File: src/rtl/spm_responder_if.sv
// spm_responder_if
//   Client/responder bundle for the scratchpad memory (SPM) link.
//   The client drives the request fields and the responder returns data.
//
//   Parameters:
//     ADDR_W  address width
//     DATA_W  data width
//
//   Signals:
//     address     client -> responder  read/write address
//     data_in     client -> responder  write data
//     write       client -> responder  1 = write, 0 = read
//     data_out    responder -> client  registered read data
//     ready       responder -> client  1 = clear sweep done, requests serviced
//     inject_err  client -> responder  (SPM_PARITY_EN only) corrupt stored parity
//     parity_err  responder -> client  (SPM_PARITY_EN only) parity mismatch flag
//
//   Optional feature macro: SPM_PARITY_EN
interface spm_responder_if #(
   parameter int ADDR_W = 8,
   parameter int DATA_W = 8
);
   logic [ADDR_W-1:0] address;
   logic [DATA_W-1:0] data_in;
   logic              write;
   logic [DATA_W-1:0] data_out;
   logic              ready;
`ifdef SPM_PARITY_EN
   logic              inject_err;
   logic              parity_err;
`endif

`ifdef SPM_PARITY_EN
   modport master (
      output address, data_in, write, inject_err,
      input  data_out, ready, parity_err
   );

   modport slave (
      input  address, data_in, write, inject_err,
      output data_out, ready, parity_err
   );
`else
   modport master (
      output address, data_in, write,
      input  data_out, ready
   );

   modport slave (
      input  address, data_in, write,
      output data_out, ready
   );
`endif
endinterface

File: src/rtl/spm_responder.sv
// spm_responder
//   Scratchpad memory on the responder side of the SPM link. After reset,
//   every entry is swept to CLEAR_VAL, one entry per cycle. When the sweep
//   finishes, ready rises and one request is serviced per clock. Writes
//   are passed through to data_out. Reads return mem[address] one cycle
//   later.
//
//   Parameters:
//     ADDR_W     address width, depth = 2^ADDR_W
//     DATA_W     data width
//     CLEAR_VAL  value written to every entry by the post-reset sweep
//
//   Ports:
//     clk   rising-edge clock
//     rst   asynchronous active-high reset
//     bus   spm_responder_if slave modport (address/data_in/write in,
//           data_out/ready out, plus inject_err/parity_err with parity)
//
//   Optional feature macro: SPM_PARITY_EN. This adds one even-parity bit
//   per entry, the inject_err input, and the parity_err output.
//   The bus interface must be instantiated with the same ADDR_W/DATA_W.
module spm_responder #(
   parameter int                ADDR_W    = 8,
   parameter int                DATA_W    = 8,
   parameter logic [DATA_W-1:0] CLEAR_VAL = '0
) (
   input logic        clk,
   input logic        rst,
   spm_responder_if.slave bus
);
   localparam int DEPTH = 1 << ADDR_W;
   localparam int PTR_W = ADDR_W + 1;
   localparam logic [PTR_W-1:0] LAST_PTR = PTR_W'(DEPTH - 1);

`ifdef SPM_PARITY_EN
   localparam int MEM_W = DATA_W + 1;
   localparam logic [MEM_W-1:0] CLEAR_WORD = {^CLEAR_VAL, CLEAR_VAL};
`else
   localparam int MEM_W = DATA_W;
   localparam logic [MEM_W-1:0] CLEAR_WORD = CLEAR_VAL;
`endif

   typedef enum logic {
      CLEAR = 1'b0,
      SERVE = 1'b1
   } state_t;

   state_t            state;
   state_t            next_state;
   logic [PTR_W-1:0]  clr_ptr;
   logic [PTR_W-1:0]  next_clr_ptr;

   logic              mem_we;
   logic [ADDR_W-1:0] mem_addr;
   logic [MEM_W-1:0]  mem_wdata;
   logic [MEM_W-1:0]  write_word;
   logic [MEM_W-1:0]  rd_word;
   logic [MEM_W-1:0]  mem [DEPTH];

   // Build the stored word for a client write. With parity, the extra bit
   // makes the whole word even. inject_err flips that bit so a later read
   // reports the mismatch.
`ifdef SPM_PARITY_EN
   assign write_word = {(^bus.data_in) ^ bus.inject_err, bus.data_in};
`else
   assign write_word = bus.data_in;
`endif

   assign rd_word   = mem[bus.address];
   assign bus.ready = (state == SERVE);

   // State register and sweep pointer. Reset restarts the sweep at entry 0,
   // so contents from before the reset are always overwritten.
   always_ff @(posedge clk or posedge rst) begin
      if (rst) begin
         state   <= CLEAR;
         clr_ptr <= '0;
      end else begin
         state   <= next_state;
         clr_ptr <= next_clr_ptr;
      end
   end

   // Next-state and memory write-port steering. During the sweep, the
   // client request is ignored completely and the port belongs to clr_ptr.
   // The pointer stops on the last entry instead of wrapping, so each entry
   // is swept exactly once.
   always_comb begin
      next_state   = state;
      next_clr_ptr = clr_ptr;
      mem_we       = 1'b0;
      mem_addr     = bus.address;
      mem_wdata    = write_word;
      case (state)
         CLEAR: begin
            mem_we    = 1'b1;
            mem_addr  = clr_ptr[ADDR_W-1:0];
            mem_wdata = CLEAR_WORD;
            if (clr_ptr == LAST_PTR) begin
               next_state = SERVE;
            end else begin
               next_clr_ptr = clr_ptr + 1'b1;
            end
         end
         SERVE: begin
            mem_we = bus.write;
         end
         default: begin
            next_state = CLEAR;
         end
      endcase
   end

   // Storage array. It has no reset; the sweep defines its contents.
   always_ff @(posedge clk) begin
      if (mem_we) begin
         mem[mem_addr] <= mem_wdata;
      end
   end

   // Registered response. A write returns its own data. A read returns the
   // array contents before this edge's update. Because only one request
   // happens per cycle, a read on the next cycle sees the new data.
   // With parity, XOR-reducing the whole stored word is zero when it is intact.
   always_ff @(posedge clk or posedge rst) begin
      if (rst) begin
         bus.data_out   <= '0;
`ifdef SPM_PARITY_EN
         bus.parity_err <= 1'b0;
`endif
      end else if (state == SERVE) begin
         if (bus.write) begin
            bus.data_out   <= bus.data_in;
`ifdef SPM_PARITY_EN
            bus.parity_err <= 1'b0;
`endif
         end else begin
            bus.data_out   <= rd_word[DATA_W-1:0];
`ifdef SPM_PARITY_EN
            bus.parity_err <= ^rd_word;
`endif
         end
      end
   end
endmodule
File: src/flat_wrapper.sv
// flat-port wrapper written by rule: the top's interface ports become plain ports
module spm_responder_flat 
#(
   parameter int                ADDR_W    = 8,
   parameter int                DATA_W    = 8,
   parameter logic [DATA_W-1:0] CLEAR_VAL = '0
)
  (clk, rst, bus_address, bus_data_in, bus_write, bus_data_out, bus_ready);
  spm_responder_if #(.ADDR_W(ADDR_W), .DATA_W(DATA_W)) bus_i ();
  input logic clk;
  input logic rst;
  input wire logic [$bits(bus_i.address)-1:0] bus_address;
  input wire logic [$bits(bus_i.data_in)-1:0] bus_data_in;
  input wire logic [$bits(bus_i.write)-1:0] bus_write;
  output wire logic [$bits(bus_i.data_out)-1:0] bus_data_out;
  output wire logic [$bits(bus_i.ready)-1:0] bus_ready;
  assign bus_i.address = bus_address;
  assign bus_i.data_in = bus_data_in;
  assign bus_i.write = bus_write;
  assign bus_data_out = bus_i.data_out;
  assign bus_ready = bus_i.ready;
  spm_responder #(.ADDR_W(ADDR_W), .DATA_W(DATA_W), .CLEAR_VAL(CLEAR_VAL)) u_core (.clk(clk), .rst(rst), .bus(bus_i));
endmodule
File: config.mk
export PLATFORM = sky130hd
export DESIGN_NAME = spm_responder_flat
export DESIGN_NICKNAME = d
export VERILOG_FILES = /design/src/rtl/spm_responder_if.sv /design/src/rtl/spm_responder.sv /design/src/flat_wrapper.sv
export SDC_FILE = /design/constraint.sdc
export NUM_CORES = 2
export LEC_CHECK = 0
export CORE_MARGIN = 1
export CORE_UTILIZATION = 25
export CTS_BUF_LIST = sky130_fd_sc_hd__clkbuf_8
export DETAILED_ROUTE_END_ITERATION = 8
export PLACE_DENSITY = 0.44
export SLEW_MARGIN = 25
export SYNTH_ARGS = -nofsm -noshare
export SYNTH_HDL_FRONTEND = slang
export SYNTH_SLANG_ARGS = --single-unit
File: constraint.sdc
create_clock -name clk -period 6.7 [get_ports clk]
set_input_delay 1.34 -clock clk [delete_from_list [all_inputs] [get_ports clk]]
set_output_delay 1.34 -clock clk [all_outputs]
set_load 0.01 [all_outputs]
# After elaboration in Yosys (flattened, before gate mapping)
# Memory sizes are Yosys's and may differ from the RTL's. A register that Yosys moved wholly into a read port is not among the register bits.
# Cells that the tools add are included.
[totals]
register_bits = 10
memories = 1
ramBits = 2048
[op_classes]
n_mux = 7
n_eq_ne = 1
bitwise_logic = 2
n_reduce_logical = 1
addsub = 1
[memory_table]
columns = ["memory", "depth", "width", "read_ports", "rd_ports_with_merged_regs", "write_ports", "line", "rtl"]
rows = [
  ["u_core.mem", 256, 8, 1, 1, 1, "spm_responder.sv:58", "logic [MEM_W-1:0] mem [DEPTH];"],
]
[ops]
columns = ["cell", "count"]
rows = [
  ["8-bit 2-to-1 mux", 2],
  ["9-bit by 1-bit adder with 9-bit output (second input constant)", 1],
  ["9-bit by 8-bit == test with 1-bit output (second input constant)", 1],
  ["1-bit 2-to-1 mux", 4],
  ["1-bit NOT", 2],
  ["1-bit one-hot mux with 2 select lines", 1],
  ["2-bit AND reduction", 1],
]

# Longest topological paths before layout
[logic_depth]
depth_word = 4
mapped_depth = 12
ltp_nobuf = 9

# Least setup slack after synthesis
# OpenSTA, ideal clock, no wires.
[synth_path]
path_kind = "input -> register"
start = "in bus_data_in[0]"
end = "mem u_core.mem[0][0] (netlist bit), data pin"
required_time_ns = 5.833
path_stages = 1
n_path_buf = 0
t_arrival_ns = 4.567
setup_slack_ns = 1.266
cell_sequence = "and2_1"
[synth_via]
elab_chain_len = 1
[synth_lines]
columns = ["item", "line", "rtl"]
rows = [
  ["start, declared", "flat_wrapper.sv:13", "input wire logic [$bits(bus_i.data_in)-1:0] bus_data_in;"],
  ["8-bit 2-to-1 mux", "spm_responder.sv:94", "case (state)"],
  ["end, declared", "spm_responder.sv:58", ""],
]
# Every way passes these cells.

==> impl_metrics.py <==
metrics = {
    "logic_synthesis": {
        "synth_cell_types": 56,
        "syn_inst": 3938,
        "synth_edf_count": 2048,
        "synth_area_leaders": "edfxtp_1 76%, mux4_2 12%, mux2i_1 3.0%",
        "synth.net_count": 3959,
        "async_reset_ff_share_pct": 0.8712,
        "ys_warn_count": 0,
        "ys_ff_latch": 2066,
        "syn_area_sq_um": 80560,
        "synth-seq-area-share_pct": 76.90,
        "synth.largest_area_cell": "edfxtp_1",
        "synth.avg_cell_area_sq_um": 20.46,
        "synth_ff_type": "edfxtp_1",
        "synth.top_cell.area_share_pct": 76.34,
    },
    "sta": {
        "rsz0062_at_grt": "false",
        "tns_ns": 0,
        "min_period_ns": 4.204,
        "worst_pin_slew_ns": 1.225,
        "setup_viol": 0,
        "worst_slack_ns": 2.496,
        "fin_crit_sh_pct": 62.75,
        "fmax_mhz": 237.9,
        "final_max_slew_viol_count": 0,
        "slew_headroom_pct": 18.32,
        "skew_ns": 0.09962,
        "finalHoldViolations": 0,
    },
    "place": {
        "detailedPlace.worstSlack_ns": 1.308,
        "io_buffers": 27,
        "finalWeightedCongestion": 0.7925,
        "dp_hpwl_mm": 132.3,
    },
    "clocking": {
        "postCtsSetupBuffers": 0,
        "cts-resized-gates": 0,
        "clk_latency_ns": 1.06,
        "cts_buffers": 364,
        "ctsRootBufferMaster": "clkbuf_8",
        "cts_hold_buf": 0,
        "htreeDepth": 5,
        "path_clk_slew_ns": 0.06,
        "cts_tree": "built",
        "cts_sinks": 2066,
        "clockBufferDepth": 4,
    },
    "setup_path": {
        "endpoint_kind": "register",
        "path_max_fanout": 61,
        "arrival_ns": 5.12,
        "max_stage_delay_ns": 0.94,
        "startpoint_type": "input port",
        "worstSetupPathType": "input port to register",
        "path_cells": "buf_8 > buf_4 > mux4_2 > o21ai_0 > nand4_1 > o311ai_0 > a21oi_1",
        "cpMaxStageDelayCell": "o311ai_0",
        "required_ns": 7.62,
    },
    "global_route": {
        "overflow": 0,
        "grt_use_total_pct": 13.47,
        "grt_pass1_wl_mm": 315.4,
        "grt_max_degree": 165,
        "grt_pass1_vias": 41946,
        "antenna_found_initial": 6,
    },
    "layout": {
        "n_fill_cell": 31496,
        "layout_commonest_cell": "edfxtp_1",
        "finish.utilization_pct": 28.98,
        "area_growth_pct": 15.43,
        "ff_latch_area_sq_um": 61950,
        "multi_input_area_sq_um": 17360,
        "nets": 4273,
        "mostFrequentLayoutCells": "2048 x edfxtp_1, 416 x mux4_2, 370 x clkbuf_8",
        "drive_above_1_share_pct": 23.07,
    },
    "route": {
        "totalWireLength_mm": 222.5,
        "post-route-drc-count": 0,
        "dr.pass1.iters": 5,
        "wl_per_cell_microns": 25.21,
        "drt_iter0_drc": 3341,
        "num_vias": 40052,
        "vias_per_cell": 4.537,
        "drtAntennaViolNets": 0,
    },
    "floorplanning": {
        "die_h_microns": 569.7,
        "initial_utilization_pct": 25.11,
        "dieArea_sq_um": 324500,
        "die_w_microns": 569.7,
        "fp-row-count": 208,
        "core_sq_um": 320900,
        "io_pins": 28,
    },
    "pwr": {
        "vdd_drop_max_v": 0.0001684,
        "p_total_mw": 25.15,
        "p_leak_nw": 23.93,
        "powerDensity_nw_per_um2": 270.4,
    },
    "min_path": {
        "hold_class": "register to register",
    },
    "run": {
        "max_cap_viol_count": 0,
    },
    "outcome": {
        "status": "completed",
    },
}
## logic make-up (layout without fill, tap and decap cells)
family,Yosys count,in the layout,share of synthesized area [%]
XOR/XNOR,15,15,0.1631
multiplexers,657,657,14.63
adder cells (fa/ha/maj),2,2,0.03106
AND/OR/NAND/NOR,508,508,2.895
other,0,5,0
AO/OA/AOI/OAI,427,427,3.742
buffers and inverters,263,842,1.643
flip-flops,2066,2066,76.90
## cell usage after synthesis (5+ instances only)
master,count
edfxtp_1,2048
mux4_2,416
nor2_1,278
mux2i_1,239
o21ai_0,109
a221oi_1,90
clkbuf_1,88
buf_2,86
a211oi_1,64
nand2_1,64
nor2b_1,55
buf_4,53
a22oi_1,32
nand3_1,24
a21oi_1,23
o22ai_1,23
buf_1,21
dfrtp_1,18
o22a_1,16
o311ai_0,15
nor4_1,12
or3_1,12
inv_1,11
and2_1,10
nand4_1,10
xor2_1,9
a31oi_1,8
and4_1,8
nand2b_1,8
o221ai_1,8
a41oi_1,7
o32ai_1,7
or4_1,7
a21boi_0,6
nor3_1,6
o211ai_1,6
xnor2_1,6
nand3b_1,5
## sequential cells by signal, summed over array words and instances (netlist names)
name                 flops
u_core.bus.data_out      8
u_core.clr_ptr           9
u_core.mem            2048
u_core.bus.ready         1
## layer usage
| metal | vias up | routed length, microns | track usage (%) |
|---|---|---|---|
| met5 | - | 0 | 0 |
| met4 | 0 | 6138 | 4.174 |
| met3 | 379 | 9905 | 2.208 |
| met2 | 1047 | 103600 | 21.21 |
| met1 | 21567 | 102800 | 18.99 |
| li1 | 17059 | - | - |
## per-stage QoR
stage	hold WS [ns]	area (sq um)	cells
after floorplan	0.4498	80560	3938
after global placement	0.4683	86530	8187
after detailed placement	0.4834	86560	8189
after CTS	0.4962	92910	8820
after global routing	0.5415	92990	8827
final	0.4946	92990	8827
## power breakdown
part / internal (mW) / switching (mW) / total [mW]
clock network: 5.41 / 5.10 / 10.5
registers: 14.0 / 0 / 14.0
logic: 0.221 / 0.431 / 0.652
## critical path, delay by kind of cell
kind | cells | cell delay [ns]
buffers and inverters | 2 | 0.83
AOI/OAI and AO/OA | 3 | 1.67
muxes | 1 | 0.51
and+or+nand+nor | 1 | 0.47
## cell type report
class / instances / area share (%)
clock inverter: 261 / 1.352
inverter: 11 / 0.04440
antenna: 5 / 0.01346
clock buffer: 370 / 5.476
timing repair buffer: 200 / 2.029
sequential: 2066 / 66.62
tap: 4305 / 5.793
multi-input combinational: 1609 / 18.67
## final timing paths
check / startpoint / to / slack (ns) / cells after the start
max: bus_address[1] / u_core.bus.data_out[5] / 2.50 / 7
min: u_core.clr_ptr[8] / u_core.clr_ptr[8] / 0.49 / 2
max reg2reg: u_core.bus.ready / u_core.mem[179][2] / 3.28 / 6
min reg2reg: u_core.clr_ptr[8] / u_core.clr_ptr[8] / 0.49 / 2
max in group asynchronous: rst / u_core.bus.ready / 5.50 / 2
min in group asynchronous: rst / u_core.bus.data_out[4] / 0.71 / 2
Note: power is estimated with default switching activity, not from simulation.
